===== config.mk =====
export PLATFORM = sky130hd
export DESIGN_NAME = hazard_unit
export DESIGN_NICKNAME = d
export VERILOG_FILES = /design/src/rtl/hazard_pkg.sv /design/src/rtl/hazard_unit_decode.sv /design/src/rtl/hazard_unit.sv
export SDC_FILE = /design/constraint.sdc
export NUM_CORES = 1
export LEC_CHECK = 0
export ABC_CLOCK_PERIOD_IN_PS = 3500
export CORE_UTILIZATION = 30
export DETAILED_ROUTE_END_ITERATION = 7
export GPL_TIMING_DRIVEN = 0
export PLACE_DENSITY = 0.53
export RECOVER_POWER = 25
export SETUP_SLACK_MARGIN = 0.5
export SYNTH_ARGS = -nofsm -noshare
export SYNTH_HDL_FRONTEND = slang
export SYNTH_SLANG_ARGS = --single-unit

===== constraint.sdc =====
create_clock -name clk -period 3.5 [get_ports clk]
set_clock_uncertainty 0.15 [all_clocks]
set_input_delay 0.525 -clock clk [delete_from_list [all_inputs] [get_ports clk]]
set_output_delay 0.525 -clock clk [all_outputs]
set_load 0.01 [all_outputs]

===== src/rtl/hazard_pkg.sv =====
// -----------------------------------------------------------------------------
// hazard_pkg
// Shared definitions for the MIPS D-stage hazard logic: opcode/funct constants,
// Tuse levels, Tnew classes, MDU start classes, the decoded-instruction record
// and the per-stage hazard record carried through E, M and W.
// Intended for reuse by both the stall controller and forwarding logic.
// -----------------------------------------------------------------------------
package hazard_pkg;

    // Primary opcodes
    localparam logic [5:0] OP_SPECIAL = 6'h00;
    localparam logic [5:0] OP_J       = 6'h02;
    localparam logic [5:0] OP_JAL     = 6'h03;
    localparam logic [5:0] OP_BEQ     = 6'h04;
    localparam logic [5:0] OP_BNE     = 6'h05;
    localparam logic [5:0] OP_ORI     = 6'h0D;
    localparam logic [5:0] OP_LUI     = 6'h0F;
    localparam logic [5:0] OP_LB      = 6'h20;
    localparam logic [5:0] OP_LH      = 6'h21;
    localparam logic [5:0] OP_LW      = 6'h23;
    localparam logic [5:0] OP_SB      = 6'h28;
    localparam logic [5:0] OP_SH      = 6'h29;
    localparam logic [5:0] OP_SW      = 6'h2B;

    // SPECIAL funct codes
    localparam logic [5:0] FN_JR    = 6'h08;
    localparam logic [5:0] FN_MFHI  = 6'h10;
    localparam logic [5:0] FN_MTHI  = 6'h11;
    localparam logic [5:0] FN_MFLO  = 6'h12;
    localparam logic [5:0] FN_MTLO  = 6'h13;
    localparam logic [5:0] FN_MULT  = 6'h18;
    localparam logic [5:0] FN_MULTU = 6'h19;
    localparam logic [5:0] FN_DIV   = 6'h1A;
    localparam logic [5:0] FN_DIVU  = 6'h1B;
    localparam logic [5:0] FN_ADDU  = 6'h21;
    localparam logic [5:0] FN_SUBU  = 6'h23;

    // Tuse: stage distance (from D) at which a source operand is consumed
    localparam logic [1:0] TUSE_0 = 2'd0;   // branch/jump compare in D
    localparam logic [1:0] TUSE_1 = 2'd1;   // ALU/MDU operand in E
    localparam logic [1:0] TUSE_2 = 2'd2;   // store data in M

    // Tnew class on entering E; the load value is set by LOAD_TNEW in the top
    typedef enum logic [1:0] {
        TNEW_K0   = 2'd0,
        TNEW_K1   = 2'd1,
        TNEW_LOAD = 2'd2
    } tnew_kind_t;

    typedef enum logic [1:0] {
        MDU_NONE = 2'd0,
        MDU_MULT = 2'd1,
        MDU_DIV  = 2'd2
    } mdu_start_t;

    // Stage Tnew field width; LOAD_TNEW must fit (LOAD_TNEW <= 15)
    localparam int TNEW_MAX_W = 4;

    typedef struct packed {
        logic [4:0]            dst;
        logic [TNEW_MAX_W-1:0] tnew;
        mdu_start_t            mdu_start;
    } stage_rec_t;

    typedef struct packed {
        logic [4:0]  rs;        // 0 when rs is not a source
        logic [4:0]  rt;        // 0 when rt is not a source
        logic [1:0]  tuse_rs;
        logic [1:0]  tuse_rt;
        logic [4:0]  dst;       // 0 when no destination
        tnew_kind_t  tnew;
        logic        mdu_class; // touches HI/LO or the MDU
        mdu_start_t  mdu_start;
    } dec_rec_t;

endpackage


===== src/rtl/hazard_unit_decode.sv =====
// -----------------------------------------------------------------------------
// hazard_decode
// Combinational decode of the D-stage instruction into the fields the hazard
// logic needs. Unused source fields are reported as register 0, which the
// compare logic never treats as a hazard. Unknown encodings decode as nop.
//
// Ports:
//   i_instr  in  32  instruction word
//   o_dec    out     decoded record {rs, rt, tuse_rs, tuse_rt, dst, tnew,
//                    mdu_class, mdu_start}
// -----------------------------------------------------------------------------
module hazard_decode
    import hazard_pkg::*;
(
    input  logic [31:0] i_instr,
    output dec_rec_t    o_dec
);

    logic [5:0] w_op;
    logic [5:0] w_funct;
    logic [4:0] w_rs;
    logic [4:0] w_rt;
    logic [4:0] w_rd;
    logic       w_unused;

    assign w_op     = i_instr[31:26];
    assign w_rs     = i_instr[25:21];
    assign w_rt     = i_instr[20:16];
    assign w_rd     = i_instr[15:11];
    assign w_funct  = i_instr[5:0];
    assign w_unused = ^i_instr[10:6];

    always_comb begin
        o_dec = '0;
        o_dec.tnew      = TNEW_K0;
        o_dec.mdu_start = MDU_NONE;
        unique case (w_op)
            OP_SPECIAL: begin
                unique case (w_funct)
                    FN_ADDU, FN_SUBU: begin
                        o_dec.rs      = w_rs;
                        o_dec.rt      = w_rt;
                        o_dec.tuse_rs = TUSE_1;
                        o_dec.tuse_rt = TUSE_1;
                        o_dec.dst     = w_rd;
                        o_dec.tnew    = TNEW_K1;
                    end
                    FN_JR: begin
                        o_dec.rs      = w_rs;
                        o_dec.tuse_rs = TUSE_0;
                    end
                    FN_MULT, FN_MULTU: begin
                        o_dec.rs        = w_rs;
                        o_dec.rt        = w_rt;
                        o_dec.tuse_rs   = TUSE_1;
                        o_dec.tuse_rt   = TUSE_1;
                        o_dec.mdu_class = 1'b1;
                        o_dec.mdu_start = MDU_MULT;
                    end
                    FN_DIV, FN_DIVU: begin
                        o_dec.rs        = w_rs;
                        o_dec.rt        = w_rt;
                        o_dec.tuse_rs   = TUSE_1;
                        o_dec.tuse_rt   = TUSE_1;
                        o_dec.mdu_class = 1'b1;
                        o_dec.mdu_start = MDU_DIV;
                    end
                    FN_MFHI, FN_MFLO: begin
                        o_dec.dst       = w_rd;
                        o_dec.tnew      = TNEW_K1;
                        o_dec.mdu_class = 1'b1;
                    end
                    FN_MTHI, FN_MTLO: begin
                        o_dec.rs        = w_rs;
                        o_dec.tuse_rs   = TUSE_1;
                        o_dec.mdu_class = 1'b1;
                    end
                    default: ;
                endcase
            end
            OP_ORI, OP_LUI: begin
                o_dec.rs      = w_rs;
                o_dec.tuse_rs = TUSE_1;
                o_dec.dst     = w_rt;
                o_dec.tnew    = TNEW_K1;
            end
            OP_LW, OP_LH, OP_LB: begin
                o_dec.rs      = w_rs;
                o_dec.tuse_rs = TUSE_1;
                o_dec.dst     = w_rt;
                o_dec.tnew    = TNEW_LOAD;
            end
            OP_SW, OP_SH, OP_SB: begin
                o_dec.rs      = w_rs;
                o_dec.rt      = w_rt;
                o_dec.tuse_rs = TUSE_1;
                o_dec.tuse_rt = TUSE_2;
            end
            OP_BEQ, OP_BNE: begin
                o_dec.rs      = w_rs;
                o_dec.rt      = w_rt;
                o_dec.tuse_rs = TUSE_0;
                o_dec.tuse_rt = TUSE_0;
            end
            OP_JAL: begin
                o_dec.dst  = 5'd31;
                o_dec.tnew = TNEW_K0;
            end
            default: ;  // j and unknown opcodes: no sources, no destination
        endcase
    end

endmodule


===== src/rtl/hazard_unit.sv =====
// -----------------------------------------------------------------------------
// hazard_unit
// Tuse/Tnew stall controller for a five-stage MIPS pipeline with a multi-cycle
// multiply/divide unit. Tracks {dst, tnew, mdu_start} for the E, M and W stages
// internally, compares them against the D-stage sources and runs an MDU busy
// countdown. Drives the PC/IF-ID freeze and the D/E bubble.
//
// Parameters:
//   MULT_CYCLES  busy cycles after mult/multu enters E (>= 1)
//   DIV_CYCLES   busy cycles after div/divu enters E (>= 1)
//   LOAD_TNEW    Tnew of loads on entering E (2..15)
//
// Ports:
//   clk            in   1   rising-edge clock
//   rst_n          in   1   asynchronous active-low reset
//   instr_d        in   32  instruction in D
//   valid_d        in   1   instr_d is real; 0 treats D as nop
//   stall_d        out  1   hold PC and IF/ID
//   flush_e        out  1   bubble into D/E (always equals stall_d)
//   mdu_busy       out  1   registered: MDU countdown non-zero
//   stall_cnt      out  32  (HAZARD_STATS_EN only) stall_d cycle count
//   mdu_stall_cnt  out  32  (HAZARD_STATS_EN only) MDU-stall cycle count
//
// Optional feature macro: HAZARD_STATS_EN adds the two statistics counters.
// Stall behaviour does not depend on it.
// -----------------------------------------------------------------------------
module hazard_unit
    import hazard_pkg::*;
#(
    parameter int MULT_CYCLES = 5,
    parameter int DIV_CYCLES  = 10,
    parameter int LOAD_TNEW   = 2
) (
    input  logic        clk,
    input  logic        rst_n,
    input  logic [31:0] instr_d,
    input  logic        valid_d,
    output logic        stall_d,
    output logic        flush_e,
    output logic        mdu_busy
`ifdef HAZARD_STATS_EN
    ,
    output logic [31:0] stall_cnt,
    output logic [31:0] mdu_stall_cnt
`endif
);

    localparam int CNT_MAX = (MULT_CYCLES > DIV_CYCLES) ? MULT_CYCLES : DIV_CYCLES;
    localparam int CNT_W   = $clog2(CNT_MAX + 1);

    localparam logic [TNEW_MAX_W-1:0] TNEW_ONE  = TNEW_MAX_W'(1);
    localparam logic [TNEW_MAX_W-1:0] TNEW_LD   = TNEW_MAX_W'(LOAD_TNEW);
    localparam logic [CNT_W-1:0]      CNT_ONE   = CNT_W'(1);
    localparam logic [CNT_W-1:0]      CNT_MULT  = CNT_W'(MULT_CYCLES);
    localparam logic [CNT_W-1:0]      CNT_DIV   = CNT_W'(DIV_CYCLES);

    dec_rec_t         w_dec;
    stage_rec_t       w_dec_rec;
    stage_rec_t       r_stage_e;
    stage_rec_t       r_stage_m;
    stage_rec_t       r_stage_w;
    logic [CNT_W-1:0] r_mdu_cnt;
    logic [CNT_W-1:0] w_mdu_cnt_next;
    logic             r_mdu_busy;
    logic             w_data_stall;
    logic             w_mdu_stall;
    logic             w_stall;

    // Advance one stage: Tnew counts down and saturates at 0
    function automatic stage_rec_t age_rec(input stage_rec_t s);
        stage_rec_t r;
        r = s;
        if (s.tnew != '0) begin
            r.tnew = s.tnew - TNEW_ONE;
        end
        return r;
    endfunction

    // Producer in stage s blocks a source whose value is needed in tuse
    // cycles while the result is still tnew cycles away
    function automatic logic src_hazard(input stage_rec_t s,
                                        input logic [4:0] src,
                                        input logic [1:0] tuse);
        return (s.dst != 5'd0) && (s.dst == src) && (s.tnew > {2'b00, tuse});
    endfunction

    hazard_decode u_decode (
        .i_instr (instr_d),
        .o_dec   (w_dec)
    );

    always_comb begin
        w_dec_rec.dst       = w_dec.dst;
        w_dec_rec.mdu_start = w_dec.mdu_start;
        unique case (w_dec.tnew)
            TNEW_K1:   w_dec_rec.tnew = TNEW_ONE;
            TNEW_LOAD: w_dec_rec.tnew = TNEW_LD;
            default:   w_dec_rec.tnew = '0;
        endcase
    end

    always_comb begin
        w_data_stall = 1'b0;
        for (int i = 0; i < 3; i++) begin
            stage_rec_t s;
            s = (i == 0) ? r_stage_e : ((i == 1) ? r_stage_m : r_stage_w);
            if (src_hazard(s, w_dec.rs, w_dec.tuse_rs) ||
                src_hazard(s, w_dec.rt, w_dec.tuse_rt)) begin
                w_data_stall = 1'b1;
            end
        end
    end

    // A mult/div sitting in E has not loaded the counter yet, so it must
    // block HI/LO users on its own
    assign w_mdu_stall = w_dec.mdu_class &&
                         (r_mdu_busy || (r_stage_e.mdu_start != MDU_NONE));

    assign w_stall  = valid_d && (w_data_stall || w_mdu_stall);
    assign stall_d  = w_stall;
    assign flush_e  = w_stall;
    assign mdu_busy = r_mdu_busy;

    always_comb begin
        w_mdu_cnt_next = r_mdu_cnt;
        if (r_stage_e.mdu_start == MDU_MULT) begin
            w_mdu_cnt_next = CNT_MULT;
        end else if (r_stage_e.mdu_start == MDU_DIV) begin
            w_mdu_cnt_next = CNT_DIV;
        end else if (r_mdu_cnt != '0) begin
            w_mdu_cnt_next = r_mdu_cnt - CNT_ONE;
        end
    end

    // D -> E -> M -> W stage shift and MDU countdown
    always_ff @(posedge clk or negedge rst_n) begin
        if (!rst_n) begin
            r_stage_e  <= '0;
            r_stage_m  <= '0;
            r_stage_w  <= '0;
            r_mdu_cnt  <= '0;
            r_mdu_busy <= 1'b0;
        end else begin
            r_stage_e  <= (w_stall || !valid_d) ? '0 : w_dec_rec;
            r_stage_m  <= age_rec(r_stage_e);
            r_stage_w  <= age_rec(r_stage_m);
            r_mdu_cnt  <= w_mdu_cnt_next;
            r_mdu_busy <= (w_mdu_cnt_next != '0);
        end
    end

`ifdef HAZARD_STATS_EN
    logic [31:0] r_stall_cnt;
    logic [31:0] r_mdu_stall_cnt;

    always_ff @(posedge clk or negedge rst_n) begin
        if (!rst_n) begin
            r_stall_cnt     <= '0;
            r_mdu_stall_cnt <= '0;
        end else begin
            if (w_stall) begin
                r_stall_cnt <= r_stall_cnt + 32'd1;
            end
            if (valid_d && w_mdu_stall) begin
                r_mdu_stall_cnt <= r_mdu_stall_cnt + 32'd1;
            end
        end
    end

    assign stall_cnt     = r_stall_cnt;
    assign mdu_stall_cnt = r_mdu_stall_cnt;
`endif

endmodule


# ---- After elaboration in Yosys (flattened, before gate mapping)
# Index checks and enable logic that the tools add are counted.
dict set report op_classes {
  add_sub_neg 3
  order_cmp 6
  eq_ne 32
  muxes 23
  n_reduce_logical 43
}
# operator n
set op_table {}
lappend op_table {{6-bit by 5-bit equality test with 1-bit output, second input constant} 8}
lappend op_table {{6-bit equality test, second input constant} 8}
lappend op_table {{5-bit equality test} 6}
lappend op_table {{7-bit case mux with 4 select lines} 1}
lappend op_table {{4-bit by 2-bit greater-than comparator with 1-bit output} 6}
lappend op_table {{8-bit OR reduction} 3}
lappend op_table {{4-bit two-way mux} 5}
lappend op_table {{5-bit case mux with 2 select lines} 2}
lappend op_table {{6-bit by 4-bit equality test with 1-bit output, second input constant} 3}
lappend op_table {{4-bit nonzero test} 4}
lappend op_table {{5-bit nonzero test} 3}
lappend op_table {{1-bit logical AND} 14}
lappend op_table {{6-bit by 3-bit equality test with 1-bit output, second input constant} 2}
lappend op_table {{2-bit case mux with 2 select lines} 3}
lappend op_table {{4-bit by 1-bit subtractor with 4-bit output, second input constant} 3}
lappend op_table {{11-bit two-way mux} 1}
lappend op_table {{5-bit two-way mux} 2}
lappend op_table {{10-bit OR reduction} 1}
lappend op_table {{9-bit OR reduction} 1}
lappend op_table {{7-bit two-way mux} 1}
lappend op_table {{6-bit by 2-bit equality test with 1-bit output, second input constant} 1}
lappend op_table {{6-bit logical NOT} 1}
lappend op_table {{1-bit logical OR} 6}
lappend op_table {{1-bit two-way mux} 6}
lappend op_table {{other kinds (11)} 16}
dict set report word_totals {
  regBits 34
  input_bits 35
  output_inout_bits 3
  wordCells 116
}

# ---- Depth between registers and ports, before layout
# Gate-level depths: netlist of the first run.
dict set report logic_depth {
  depth_word 15
  ltp_mapped 14
  mapped_depth_nobuf 12
}

# ---- Hierarchy
# From an unflattened synthesis of the first run, not the netlist that was laid out.
dict set report unflattened {
  hier_cells 243
  area_unflattened_um2 2371.0
}
# mod n_inst cells_each area_each_um2 seq_area_each_um2
set modules_own_cells {}
lappend modules_own_cells {hazard_unit 1 175 1891.8 775.7}
lappend modules_own_cells {hazard_decode 1 68 479.2 0.0}

# ---- Least setup slack after synthesis of the first run
# No wires, ideal clock.
dict set report synth_path {
  kind {input to output}
  from {in instr_d[31]}
  to {out stall_d}
  arrival_ps 3106
  t_required_ps 2825
  slack_ps -281
  cell_stages 14
  path_buffers 2
  path_cell_list {buf_2 -> and3b_2 -> o21ai_0 -> a21oi_1 -> or3_1 -> ha_1 -> nor2_1 -> nor4_1 -> nor4_1 -> a211oi_1 -> o22a_1 -> nand4_4 -> and2_1 -> buf_4}
}
dict set report synth_via {
  elab_chain_len 12
  word_cells_on_any_way 53
  cone_classes {6 x order compare; 16 x eq/ne; 8 x mux; 23 x reduce/logical}
}
# element line_no
set synth_rtl {}
lappend synth_rtl {{start: declaration} hazard_unit.sv:36} ;# input logic [31:0] instr_d,
lappend synth_rtl {{parallel branches: the longest is 10 deep, another holds 4-bit by 2-bit greater-than comparator with 1-bit output} n/a}
lappend synth_rtl {{1-bit logical OR (*)} hazard_unit.sv:119} ;# assign w_stall = valid_d && (w_data_stall || w_mdu_stall);
lappend synth_rtl {{1-bit logical AND (*)} hazard_unit.sv:119}
lappend synth_rtl {{end: declaration} hazard_unit.sv:38} ;# output logic stall_d,
# Every way passes the cells marked *.

# ---- Final worst setup path of the first run
# Ends and elaborated chain as after synthesis.

==> impl_metrics.ini, run 1 <==
[outcome]
status = finished, violations left
violations = max-capacitance violations, max-slew violations, negative setup slack

[clock_network]
clk_pin_slew_ps = 60
cts_buffer_depth = 2
cts_tree = yes
cts-buffers-inserted = 5
root_buffer = clkbuf_8
htree_levels = 2
clock-sinks = 31
clk_latency_ps = 280

[worst_setup_path]
endpoint_kind = output pin
start_kind = primary input
r2r_end = r_stage_e[0]$_DFF_PN0_
cp_data_arrival_time_ps = 3200
worstPathRequired_ps = 2820
crit_slowest_cell = a211oi_1
timing.critical_path.buf_inv = 5
crit_chain = buf_6 -> buf_6 -> buf_6 -> nor4_4 -> nand4_1 -> o21ai_2 -> or3_4 -> ha_4 -> nor2_2 -> o31ai_1 -> nor4_1 -> a211oi_1 -> o22a_1 -> nand4_4 -> and2_4 -> buf_6 -> buf_6
max_stage_delay_ps = 280
rr_worst_depth = 10
cp_common_cell = buf_6
r2r_setup_slack_ps = 810
critPathTopFamily = simple AND/OR/NAND/NOR gates
reg2reg_from = r_stage_e[6]$_DFF_PN0_
crit_type = primary input to output pin
crit_fanout = 7

[sta]
drv_slew = 32
rsz0062_at_grt = yes
hold_viol_final = 0
finalCritPeriodShare_pct = 111
tightest_slew_ps = 1740
min_period_ps = 3870
finalSetupViolations = 2
slew_headroom_pct = -15.9
fin_ws_ps = -372
fmax_ghz = 0.258

[synth]
syn-num-nets = 282
synth_area_um2 = 2200
synth_top_cell_by_area = dfrtp_1
synth_seq_cells = 31
synth_edf_count = 0
synth_cell_type_count = 57
synthTopCellsByArea = dfrtp_1, ha_1, xnor2_1
yosysMostFrequentCell = dfrtp_1
syn_area_per_cell_um2 = 9.35
yosysWarnings = 0
syn_inst = 235
ys_async_sr_fraction_pct = 100
ys_seq_area_share_pct = 35.3
netlist.area_leader.share_pct = 35.3
synth_common_cells = dfrtp_1, nor2_1, inv_1
synthFlopType = dfrtp_1

[route]
firstDrtPassIters = 4
viasPerCell = 5.05
ant_nets = 0
routed_wirelength_um = 5520
drt_iter0_drc = 107
num_vias = 1935
drc_errors = 0
wire_per_inst_um = 14.4

[placement]
io_buffers = 29
pre_cts_ws_ps = -1720
place_congestion = 0.835
post_dp_cell_area_um2 = 2640
dp_cells = 360
hpwl_um = 4040

[cells_and_area]
fin_util_pct = 43.0
num_antenna_cells = 0
multi_input_area_um2 = 1480
nFillCells = 680
fin_area_um2 = 2980
area_growth_pct = 35.8
drive_gt1_share_pct = 24.4
fin_nets = 333
seq_area_um2 = 776
instances_no_fill = 383

[global_routing]
grt_pass1_wl_um = 9030
grt_max_degree = 32
grt_use_total_pct = 15.3
antenna_found_initial = 0
grt_pass1_vias = 1885
grt.overflow.total = 0

[power_and_ir_drop]
p_comb_share_pct = 31.5
cellPowerDensity_nw_per_um2 = 356
intPower_w = 0.000739
p_sw_w = 0.000324
clkPwrFrac_pct = 28.8
leakage_nw = 1.26
vdd_drop_max_mv = 0.136
p_seq_share_pct = 39.7
swShare_pct = 30.5

[floorplan]
die_area_um2 = 7670
io_pins = 38
floorplan.initialDensity_pct = 31.6
die_y_um = 87.6
core_area_um2 = 6940
fp.dieW_um = 87.6
rows = 30

[worst_hold_path]
hold-path-endpoint = r_stage_m[2]$_DFF_PN0_
hold_path_class = flop to flop
worstHoldStart = r_stage_e[2]$_DFF_PN0_
whs_path_depth = 1

[flow_run]
max-cap-violations = 1
metrics by stage:
| stage | setup TNS (ps) | hold WS (ps) | power, W |
|---|---|---|---|
| floorplan | 0 | 79.4 | 0.000631 |
| global placement | -9680 | 278 | 0.000732 |
| detailed placement | -9670 | 283 | 0.000734 |
| CTS | -969 | 160 | 0.00106 |
| global route | -876 | 314 | 0.00113 |
| finish | -668 | 291 | 0.00106 |
layer usage:
| layer | GRT usage (%) | vias to the layer above | part of all wire (%) |
|---|---|---|---|
| met4 | 5.07 | 0 | 1.2 |
| met2 | 25.3 | 57 | 47 |
| met1 | 20.3 | 904 | 46 |
| met5 | 0 | - | 0 |
| li1 | - | 969 | - |
| met3 | 2.73 | 5 | 5.2 |
sequential cells by signal, indices dropped and copies added, names as in the netlist:
register	count
r_stage_w	9
mdu_busy	1
r_mdu_cnt	4
r_stage_m	8
r_stage_e	9
final cells by class:
cell class | instances | area share (%)
multi-input cells | 180 | 49.5
flip-flops and latches | 31 | 26.0
repair buffers | 44 | 13.0
well taps | 96 | 4.03
clock buffers | 8 | 3.36
inverters | 18 | 2.27
plain buffers | 6 | 1.80
logic make-up (layout without fill, tap and decap cells):
family	count (synthesis)	in the layout	synth area share (%)
adder cells (fa/ha/maj)	13	13	7.29
buffers and inverters	24	76	4.78
AO/OA/AOI/OAI	53	53	17.7
XOR/XNOR	23	23	9.17
flip-flops	31	31	35.3
AND/OR/NAND/NOR	88	88	24.5
other	1	1	0.171
multiplexers	2	2	1.14
timing repair:
| item | in CTS | in global routing |
|---|---|---|
| hold buffers | 0 | 0 |
| setup buffers | 9 | 5 |
| pin swaps | 13 | 13 |
| setup endpoints to repair | 11 | 11 |
| gates cloned | 1 | 0 |
| resized for setup | 53 | 25 |
| endpoints found under the hold margin | 0 | 0 |
cell usage in the layout, fill, tap and decap left out, drive strengths merged, types with 9 or more instances in the layout:
| cell | synthesis | routed |
|---|---|---|
| clkbuf | 0 | 9 |
| nor2 | 19 | 19 |
| dfrtp | 31 | 31 |
| ha | 12 | 12 |
| o21ai | 12 | 12 |
| xor2 | 10 | 10 |
| clkdlybuf4s50 | 0 | 17 |
| xnor2 | 13 | 13 |
| a21oi | 9 | 9 |
| buf | 6 | 31 |
| nor3 | 9 | 9 |
| nand2 | 11 | 11 |
| inv | 18 | 18 |
power groups by stage:
| stage | Sequential [W] | Combinational [W] | Clock (W) |
|---|---|---|---|
| CTS | 0.000421 | 0.000326 | 0.000314 |
| floorplan | 0.000422 | 0.000209 | 0 |
| global route | 0.000426 | 0.000376 | 0.000329 |
| finish | 0.000422 | 0.000335 | 0.000306 |
| detailed placement | 0.000427 | 0.000306 | 0 |
| global placement | 0.000428 | 0.000304 | 0 |
worst register-to-register path: cells and delay by family, from the launching register on:
family / cells / cell delay (ps)
and+or+nand+nor: 5 / 1060
DFF: 1 / 430
buffers and inverters: 3 / 390
AOI/OAI and AO/OA: 2 / 580
worst max path at each step:
stage / startpoint / endpoint / slack [ps] / depth (start not counted)
after floorplan: instr_d[28] / stall_d / 20 / 14
after global placement: instr_d[27] / stall_d / -1720 / 15
after detailed placement: instr_d[27] / stall_d / -1720 / 15
after CTS: instr_d[31] / stall_d / -520 / 17
after global routing: instr_d[31] / stall_d / -480 / 17
final: instr_d[31] / stall_d / -370 / 17
Power figures use the tool's default switching activity.
==> run 2: changes to the inputs <==
Settings changed: CORE_ASPECT_RATIO set to 1.4, SYNTH_HIERARCHICAL set to 1.
==> impl_metrics.ini, run 2 <==
[synth]
synth_cell_type_count = 56
yosysMostFrequentCell = dfrtp_1
syn_inst = 243
synthFlopType = dfrtp_1
synth_top_cell_by_area = dfrtp_1
syn_area_per_cell_um2 = 9.76
synth_seq_cells = 31
ys_seq_area_share_pct = 32.7
syn-num-nets = 293
netlist.area_leader.share_pct = 32.7
synth_edf_count = 0
ys_async_sr_fraction_pct = 100
yosysWarnings = 6
synth_area_um2 = 2370
synthTopCellsByArea = dfrtp_1, xnor2_1, ha_1
synth_common_cells = dfrtp_1, xnor2_1, inv_1

[clock_network]
root_buffer = clkbuf_8
htree_levels = 2
clock-sinks = 31
cts_buffer_depth = 2
postCtsHoldBufs = 0
clk_latency_ps = 290
clk_pin_slew_ps = 60
cts_tree = yes
cts-buffers-inserted = 5

[sta]
fin_ws_ps = -546
drv_slew = 32
slew_headroom_pct = -12.2
min_period_ps = 4050
tightest_slew_ps = 1680
fmax_ghz = 0.247
finalSetupViolations = 2
rsz0062_at_grt = yes
hold_ws_ps = 295
hold_viol_final = 0
fin_setup_tns_ps = -1010
finalCritPeriodShare_pct = 116

[worst_hold_path]
hold_path_class = flop to flop

[cells_and_area]
fin_area_um2 = 3470
drive_gt1_share_pct = 32.4
instances_no_fill = 412
mostFrequentLayoutCell = dfrtp_1
fin_nets = 361
area_growth_pct = 46.3
reg_top3 = r_stage_e: 9 flops, r_stage_w: 9 flops, r_stage_m: 8 flops
final_cell_mix = dfrtp_1, buf_4, xnor2_1
num_antenna_cells = 0
fin_util_pct = 45.0

[worst_setup_path]
cp_common_cell = buf_6
max_stage_delay_ps = 530
crit_type = primary input to output pin
start_kind = primary input
crit_chain = buf_12 -> or4_4 -> buf_6 -> a211oi_4 -> buf_4 -> nor2_4 -> nor2b_4 -> buf_6 -> buf_6 -> xor2_1 -> nor4_1 -> a211o_1 -> buf_6 -> o31a_1 -> buf_4 -> buf_6
worstPathRequired_ps = 2820
crit_fanout = 5
crit_slowest_cell = or4_4
cp_data_arrival_time_ps = 3370
endpoint_kind = output pin

[route]
num_vias = 2076
wire_per_inst_um = 14.8
firstDrtPassIters = 4
drc_errors = 0
ant_nets = 0
drt_iter0_drc = 58
viasPerCell = 5.04
routed_wirelength_um = 6110

[global_routing]
antenna_found_initial = 0
gr-max-usage-layer = met2
grt.overflow.total = 0
grt_pass1_wl_um = 10000
grt_max_degree = 32
grt_pass1_vias = 2165
use_met1_pct = 15.3
grt_use_total_pct = 15.8
met2_usage_pct = 31.6
grtUsageMet3_pct = 2.47

[floorplan]
fp.dieW_um = 77.1
floorplan.initialDensity_pct = 30.8
io_pins = 38
core_area_um2 = 7700
rows = 38
die_area_um2 = 8270
die_y_um = 107

[power_and_ir_drop]
swShare_pct = 30.7
p_comb_share_pct = 34.5
leakage_nw = 1.48
intPower_w = 0.000780
p_sw_w = 0.000346
p_seq_share_pct = 37.5
clkPwrFrac_pct = 28.0
vdd_drop_max_mv = 0.147
cellPowerDensity_nw_per_um2 = 324

[outcome]
status = finished, violations left
violations = max-capacitance violations, max-slew violations, negative setup slack

[flow_run]
max-cap-violations = 1

[placement]
post_dp_cell_area_um2 = 2880
io_buffers = 31
place_congestion = 0.810
hpwl_um = 4490
dp_cells = 374
[run 2: cell types whose count changed after synthesis, moves of 4 or more]
cell,before,now
a31oi_1,1,7
nor4_1,6,1
nor2b_1,4,14
nand2_1,11,15
a221o_1,0,5
a21oi_1,9,4
xnor2_1,13,24
nor3_1,9,3
nand3b_1,2,6
nor4_2,2,9
a221oi_1,5,0
nor2_1,19,13
[run 2: stage by stage]
stage	setup slack (ps)	total power, W
final	-546	0.00113
after global routing	-666	0.00119
after CTS	-628	0.00111
after detailed placement	-2020	0.000757
after global placement	-1960	0.000754
after floorplan	-435	0.000648
[run 2: logic make-up after synthesis]
logic type               share of synthesized area [%]
AND/OR/NAND/NOR                                   27.2
adder cells (fa/ha/maj)                           8.76
other                                            0.317
buffers and inverters                             4.01
AO/OA/AOI/OAI                                     13.8
XOR/XNOR                                          11.8
multiplexers                                      1.37
flip-flops                                        32.7
[run 2: timing repair]
action | in CTS | in global routing
gates resized for setup | 77 | 25
pin swaps | 20 | 21
endpoints found under the setup margin | 11 | 11
gates cloned | 1 | 0
setup buffers | 20 | 9
hold endpoints to repair | 0 | 0
[run 2: path summary, 6_finish.rpt]
check / start / end / slack, ps / cells past startpoint
worst max register to register: r_stage_e[3]$_DFF_PN0_ / r_stage_e[1]$_DFF_PN0_ / 1120 / 9
worst min-delay path: r_stage_e[2]$_DFF_PN0_ / r_stage_m[2]$_DFF_PN0_ / 290 / 1
worst min register to register: r_stage_e[2]$_DFF_PN0_ / r_stage_m[2]$_DFF_PN0_ / 290 / 1
worst max-delay path: instr_d[30] / stall_d / -550 / 16
max in group asynchronous: rst_n / r_stage_e[1]$_DFF_PN0_ / 1710 / 1
min in group asynchronous: rst_n / r_stage_w[4]$_DFF_PN0_ / 520 / 1
[run 2: power by group through the flow]
stage | Clock, W | Sequential [W] | Combinational [W]
after CTS | 0.000321 | 0.000423 | 0.000371
after global placement | 0 | 0.000429 | 0.000325
final | 0.000315 | 0.000422 | 0.000388
after detailed placement | 0 | 0.000429 | 0.000328
after floorplan | 0 | 0.000424 | 0.000224
after global routing | 0.000340 | 0.000428 | 0.000427
[run 2: worst max-delay path: cells and delay by family]
family          cells  cell delay (ps)
compound gates      3              860
xor+xnor            1              120
buf+inv             8             1000
simple gates        4              860
[run 2: metal layers]
metal | routed length, µm | vias up
li1 | - | 1017
met1 | 2290 | 1016
met2 | 3520 | 31
met3 | 127 | 12
met4 | 170 | 0
met5 | 0 | -
[run 2: final cells by class]
class | count | area, µm²
timing repair buffer | 61 | 594
inverter | 16 | 60.1
multi-input combinational | 191 | 1770
fill | 745 | 4230
sequential | 31 | 776
clock buffer | 8 | 100
buffer | 5 | 45.0
tap | 100 | 125
==> variant 1 (config.mk and constraints of run 2) <==
Change the package constant `TNEW_MAX_W` from 4 to 6.
--- a/src/rtl/hazard_pkg.sv
+++ b/src/rtl/hazard_pkg.sv
@@ -55,5 +55,5 @@
 
     // Stage Tnew field width; LOAD_TNEW must fit (LOAD_TNEW <= 15)
-    localparam int TNEW_MAX_W = 4;
+    localparam int TNEW_MAX_W = 6;
 
     typedef struct packed {
Formal check against the unedited RTL: no difference found for any inputs over 10 cycles, from zero or initial values and one cycle with rst_n low; that may be too few to reach the edited logic, so the function may still have changed.
==> variant 1 against run 2 <==
The run still ends with max-capacitance violations, max-slew violations, negative setup slack left; setup slack improved by 0.15 ns; routed wire length fell by 6.6%; design area fell by 9.6%; hold slack improved by 0.0050 ns; clock power rose by 15%; total power rose by 1.3%; sequential cell count rose by 1; area after synthesis fell by 1.5%; sequential share of layout area rose by 3.2 points; first-iteration DRC count fell by 47%; largest power group unchanged; highest routed layer unchanged.
==> variant 1: results <==
# TYPE chip_impl_metric gauge
chip_impl_info{name="status",value="finished, violations left"} 1
chip_impl_info{name="violations",value="max-capacitance violations, max-slew violations, negative setup slack"} 1
chip_impl_metric{name="gp_congestion",unit=""} 0.779
chip_impl_metric{name="cts_post_setup_buffers_inserted",unit=""} 6
chip_impl_metric{name="ctsResizeCount",unit=""} 66
chip_impl_info{name="worst_setup_path_startpoint",value="instr_d[29]"} 1
chip_impl_metric{name="synth-seq-area-share",unit="%"} 34.3
chip_impl_metric{name="pre_cts_slack",unit="ns"} -1.67
chip_impl_info{name="netlist_top_cells_area",value="sky130_fd_sc_hd__dfrtp_1 34%, sky130_fd_sc_hd__ha_1 8.6%, sky130_fd_sc_hd__xnor2_1 7.9%"} 1
chip_impl_metric{name="globalRouteMet1Util",unit="%"} 15.5
chip_impl_metric{name="postPlaceCellArea",unit="um^2"} 2850
chip_impl_metric{name="multi_input_area",unit="um^2"} 1640
chip_impl_metric{name="clock_buffers",unit=""} 5
chip_impl_metric{name="grt_pass1_wl",unit="mm"} 9.36
chip_impl_metric{name="setup_ws",unit="ns"} -0.399
chip_impl_metric{name="amount_of_wire_on_met3_after_detailed_routing",unit="um"} 155
chip_impl_metric{name="finalMaxSlewViolations",unit=""} 33
chip_impl_metric{name="grt_use_met2",unit="%"} 29.1
chip_impl_metric{name="core_area",unit="um^2"} 7450
chip_impl_metric{name="worst_ep_arrival_time",unit="ns"} 3.22
chip_impl_metric{name="met1_length",unit="mm"} 2.35
chip_impl_metric{name="final.fill_count",unit=""} 738
chip_impl_info{name="biggestRegsByFlops",value="r_stage_w (10), r_stage_e (9), r_stage_m (8)"} 1
chip_impl_metric{name="final_layout_size_suffix_gt1_share",unit="%"} 20.4
chip_impl_metric{name="groute.usage.overall",unit="%"} 15.1
chip_impl_metric{name="number_of_maximum_capacitance_constraint_violations",unit=""} 1
chip_impl_metric{name="postSynthAreaPerCell",unit="um^2"} 9.30
chip_impl_metric{name="dp.final_hpwl",unit="mm"} 4.59
chip_impl_metric{name="layout.nets",unit=""} 349
chip_impl_metric{name="totalWireLength",unit="mm"} 5.71
chip_impl_metric{name="setup_viol_count_final",unit=""} 2
chip_impl_metric{name="synth_cell_types",unit=""} 51
chip_impl_metric{name="fin_setup_tns",unit="ns"} -0.749
chip_impl_metric{name="buffer_area_share",unit="%"} 12.5
chip_impl_metric{name="drt_iter0_markers",unit=""} 31
chip_impl_metric{name="multi_input_comb_cells",unit=""} 196
-- variant 1: kinds of logic (layout without fill, tap and decap cells) --
logic type               count (synthesis)  in the layout  synth area share, %
XOR/XNOR                                33             33                 12.4
flip-flops                              32             32                 34.3
AO/OA/AOI/OAI                           45             45                 14.6
multiplexers                             2              2                0.965
AND/OR/NAND/NOR                         96             96                 24.0
adder cells (fa/ha/maj)                 18             18                 9.43
buffers and inverters                   23             71                 4.02
other                                    2              2                0.322
-- variant 1: power breakdown --
part	total (uW)	leakage [uW]	switching, uW	internal, uW
registers	434	0.000421	27.5	406
clock network	361	0.0000541	151	211
logic	345	0.000888	168	177
total	1140	0.00136	346	794
-- variant 1: worst min path at each step --
stage / to / slack [ns]
6_report: r_stage_m[2]$_DFF_PN0_ / 0.30
5_1_grt: r_stage_m[9]$_DFF_PN0_ / 0.33
4_1_cts: r_stage_w[3]$_DFF_PN0_ / 0.16
3_5_place_dp: r_stage_m[2]$_DFF_PN0_ / 0.29
3_3_place_gp: r_stage_m[2]$_DFF_PN0_ / 0.29
2_1_floorplan: mdu_busy$_DFF_PN0_ / 0.08
-- variant 1: worst max-delay path, cell delays in order --
cell and delay [ns]:
sky130_fd_sc_hd__buf_8 0.09, sky130_fd_sc_hd__or4_4 0.53, sky130_fd_sc_hd__or2_4 0.26, sky130_fd_sc_hd__a211o_4 0.33, sky130_fd_sc_hd__a31oi_4 0.26, sky130_fd_sc_hd__xor2_1 0.11
sky130_fd_sc_hd__a2111oi_2 0.36, sky130_fd_sc_hd__a31oi_1 0.18, sky130_fd_sc_hd__o211ai_4 0.20, sky130_fd_sc_hd__o21a_1 0.17, sky130_fd_sc_hd__buf_6 0.10, sky130_fd_sc_hd__buf_6 0.09
==> variant 2 (flow settings as in run 2) <==
Without the edit above. Build with the macro `HAZARD_STATS_EN` defined.
--- a/src/rtl/hazard_unit.sv
+++ b/src/rtl/hazard_unit.sv
@@ -25,4 +25,6 @@
 // Stall behaviour does not depend on it.
 // -----------------------------------------------------------------------------
+`define HAZARD_STATS_EN
+
 module hazard_unit
     import hazard_pkg::*;
Formal check against the unedited RTL (old outputs only; new: mdu_stall_cnt and stall_cnt): equivalent (equiv_simple and equiv_induct, registers matched by name and starting in step).
==> variant 2 against run 2 <==
The flow finishes with violations (negative setup slack); total power grew to 2.7 times the old value; design area increased by 120%; routed wire length rose by 110%; area after synthesis increased by 120%; via count is 100% higher; critical path depth is 1 lower; setup slack better by 0.0034 ns; sequential cell count grew 64; sequential power rose to 2.9 times the old value; critical path type unchanged; largest power group unchanged.
==> variant 2: results <==
# TYPE chip_impl_metric gauge
chip_impl_metric{name="whs_path_depth",unit=""} 0
chip_impl_info{name="hold_start",value="r_stage_m[9]$_DFF_PN0_"} 1
chip_impl_metric{name="fraction_of_standard_cell_area_in_multi_input_logic",unit="%"} 42.2
chip_impl_metric{name="grt_max_degree",unit=""} 70
chip_impl_info{name="violations",value="negative setup slack"} 1
chip_impl_metric{name="syn-instance-count",unit=""} 489
chip_impl_metric{name="slew_headroom",unit="%"} 2.96
chip_impl_metric{name="nFlopsAndLatches",unit=""} 95
chip_impl_metric{name="setup_ws",unit="ns"} -0.543
chip_impl_info{name="rr_startpoint",value="r_stage_w[7]$_DFF_PN0_"} 1
chip_impl_metric{name="via_count_of_the_first_global_routing_pass",unit=""} 4118
chip_impl_metric{name="groute.usage.overall",unit="%"} 15.1
chip_impl_metric{name="buffer_ports.inserted",unit=""} 96
chip_impl_metric{name="final.fill_count",unit=""} 1565
chip_impl_metric{name="setup_viol_count_final",unit=""} 32
chip_impl_metric{name="reg_power_share",unit="%"} 40.3
chip_impl_metric{name="fin_total_pwr",unit="uW"} 3050
chip_impl_metric{name="area_overhead_of_the_layout_relative_to_synthesis",unit="%"} 48.9
chip_impl_metric{name="synth.top_cell.area_share",unit="%"} 46.0
chip_impl_metric{name="postSynthNetCount",unit=""} 541
chip_impl_info{name="synth_commonest_cells",value="95 x sky130_fd_sc_hd__dfrtp_1, 48 x sky130_fd_sc_hd__xnor2_1, 46 x sky130_fd_sc_hd__xor2_1, 28 x sky130_fd_sc_hd__nand2_1, 27 x sky130_fd_sc_hd__nand3_1"} 1
chip_impl_metric{name="drt_iter0_markers",unit=""} 212
chip_impl_metric{name="hold-worst-slack",unit="ns"} 0.313
chip_impl_metric{name="final_layout_size_suffix_gt1_share",unit="%"} 22.3
chip_impl_info{name="hold_end",value="r_stage_w[9]$_DFF_PN0_"} 1
chip_impl_metric{name="inv_count",unit=""} 20
chip_impl_metric{name="cts_hold_buf",unit=""} 1
chip_impl_metric{name="ctsResizeCount",unit=""} 86
chip_impl_info{name="worst_setup_path_startpoint",value="instr_d[29]"} 1
chip_impl_info{name="status",value="finished, violations left"} 1
chip_impl_metric{name="synth_cell_types",unit=""} 62
chip_impl_metric{name="ff2ff_setup_slack",unit="ns"} 0.75
variant 2: cell types whose count changed in the layout (fill, tap and decap cells not counted), sizes merged, moves of 13 or more:
cell | before | now
nand2 | 15 | 28
dfrtp | 31 | 95
nor3 | 4 | 17
clkdlybuf4s50 | 16 | 81
xor2 | 8 | 46
nand3 | 5 | 28
xnor2 | 24 | 48
nor2 | 13 | 26
variant 2: metal layers:
metal  wire length (um)  vias up
met5                  0        -
met4                261        0
met3                409       19
met2               6760       91
met1               5300     2041
li1                   -     2017
variant 2: logic make-up (layout without fill, tap and decap cells):
kind of cell	count (synthesis)	in the layout	share of synthesized area (%)
AND/OR/NAND/NOR	201	201	23.6
flip-flops	95	95	46.0
XOR/XNOR	94	94	15.9
AO/OA/AOI/OAI	46	46	6.52
buffers and inverters	29	176	2.64
adder cells (fa/ha/maj)	19	19	4.51
multiplexers	3	3	0.654
other	2	2	0.145
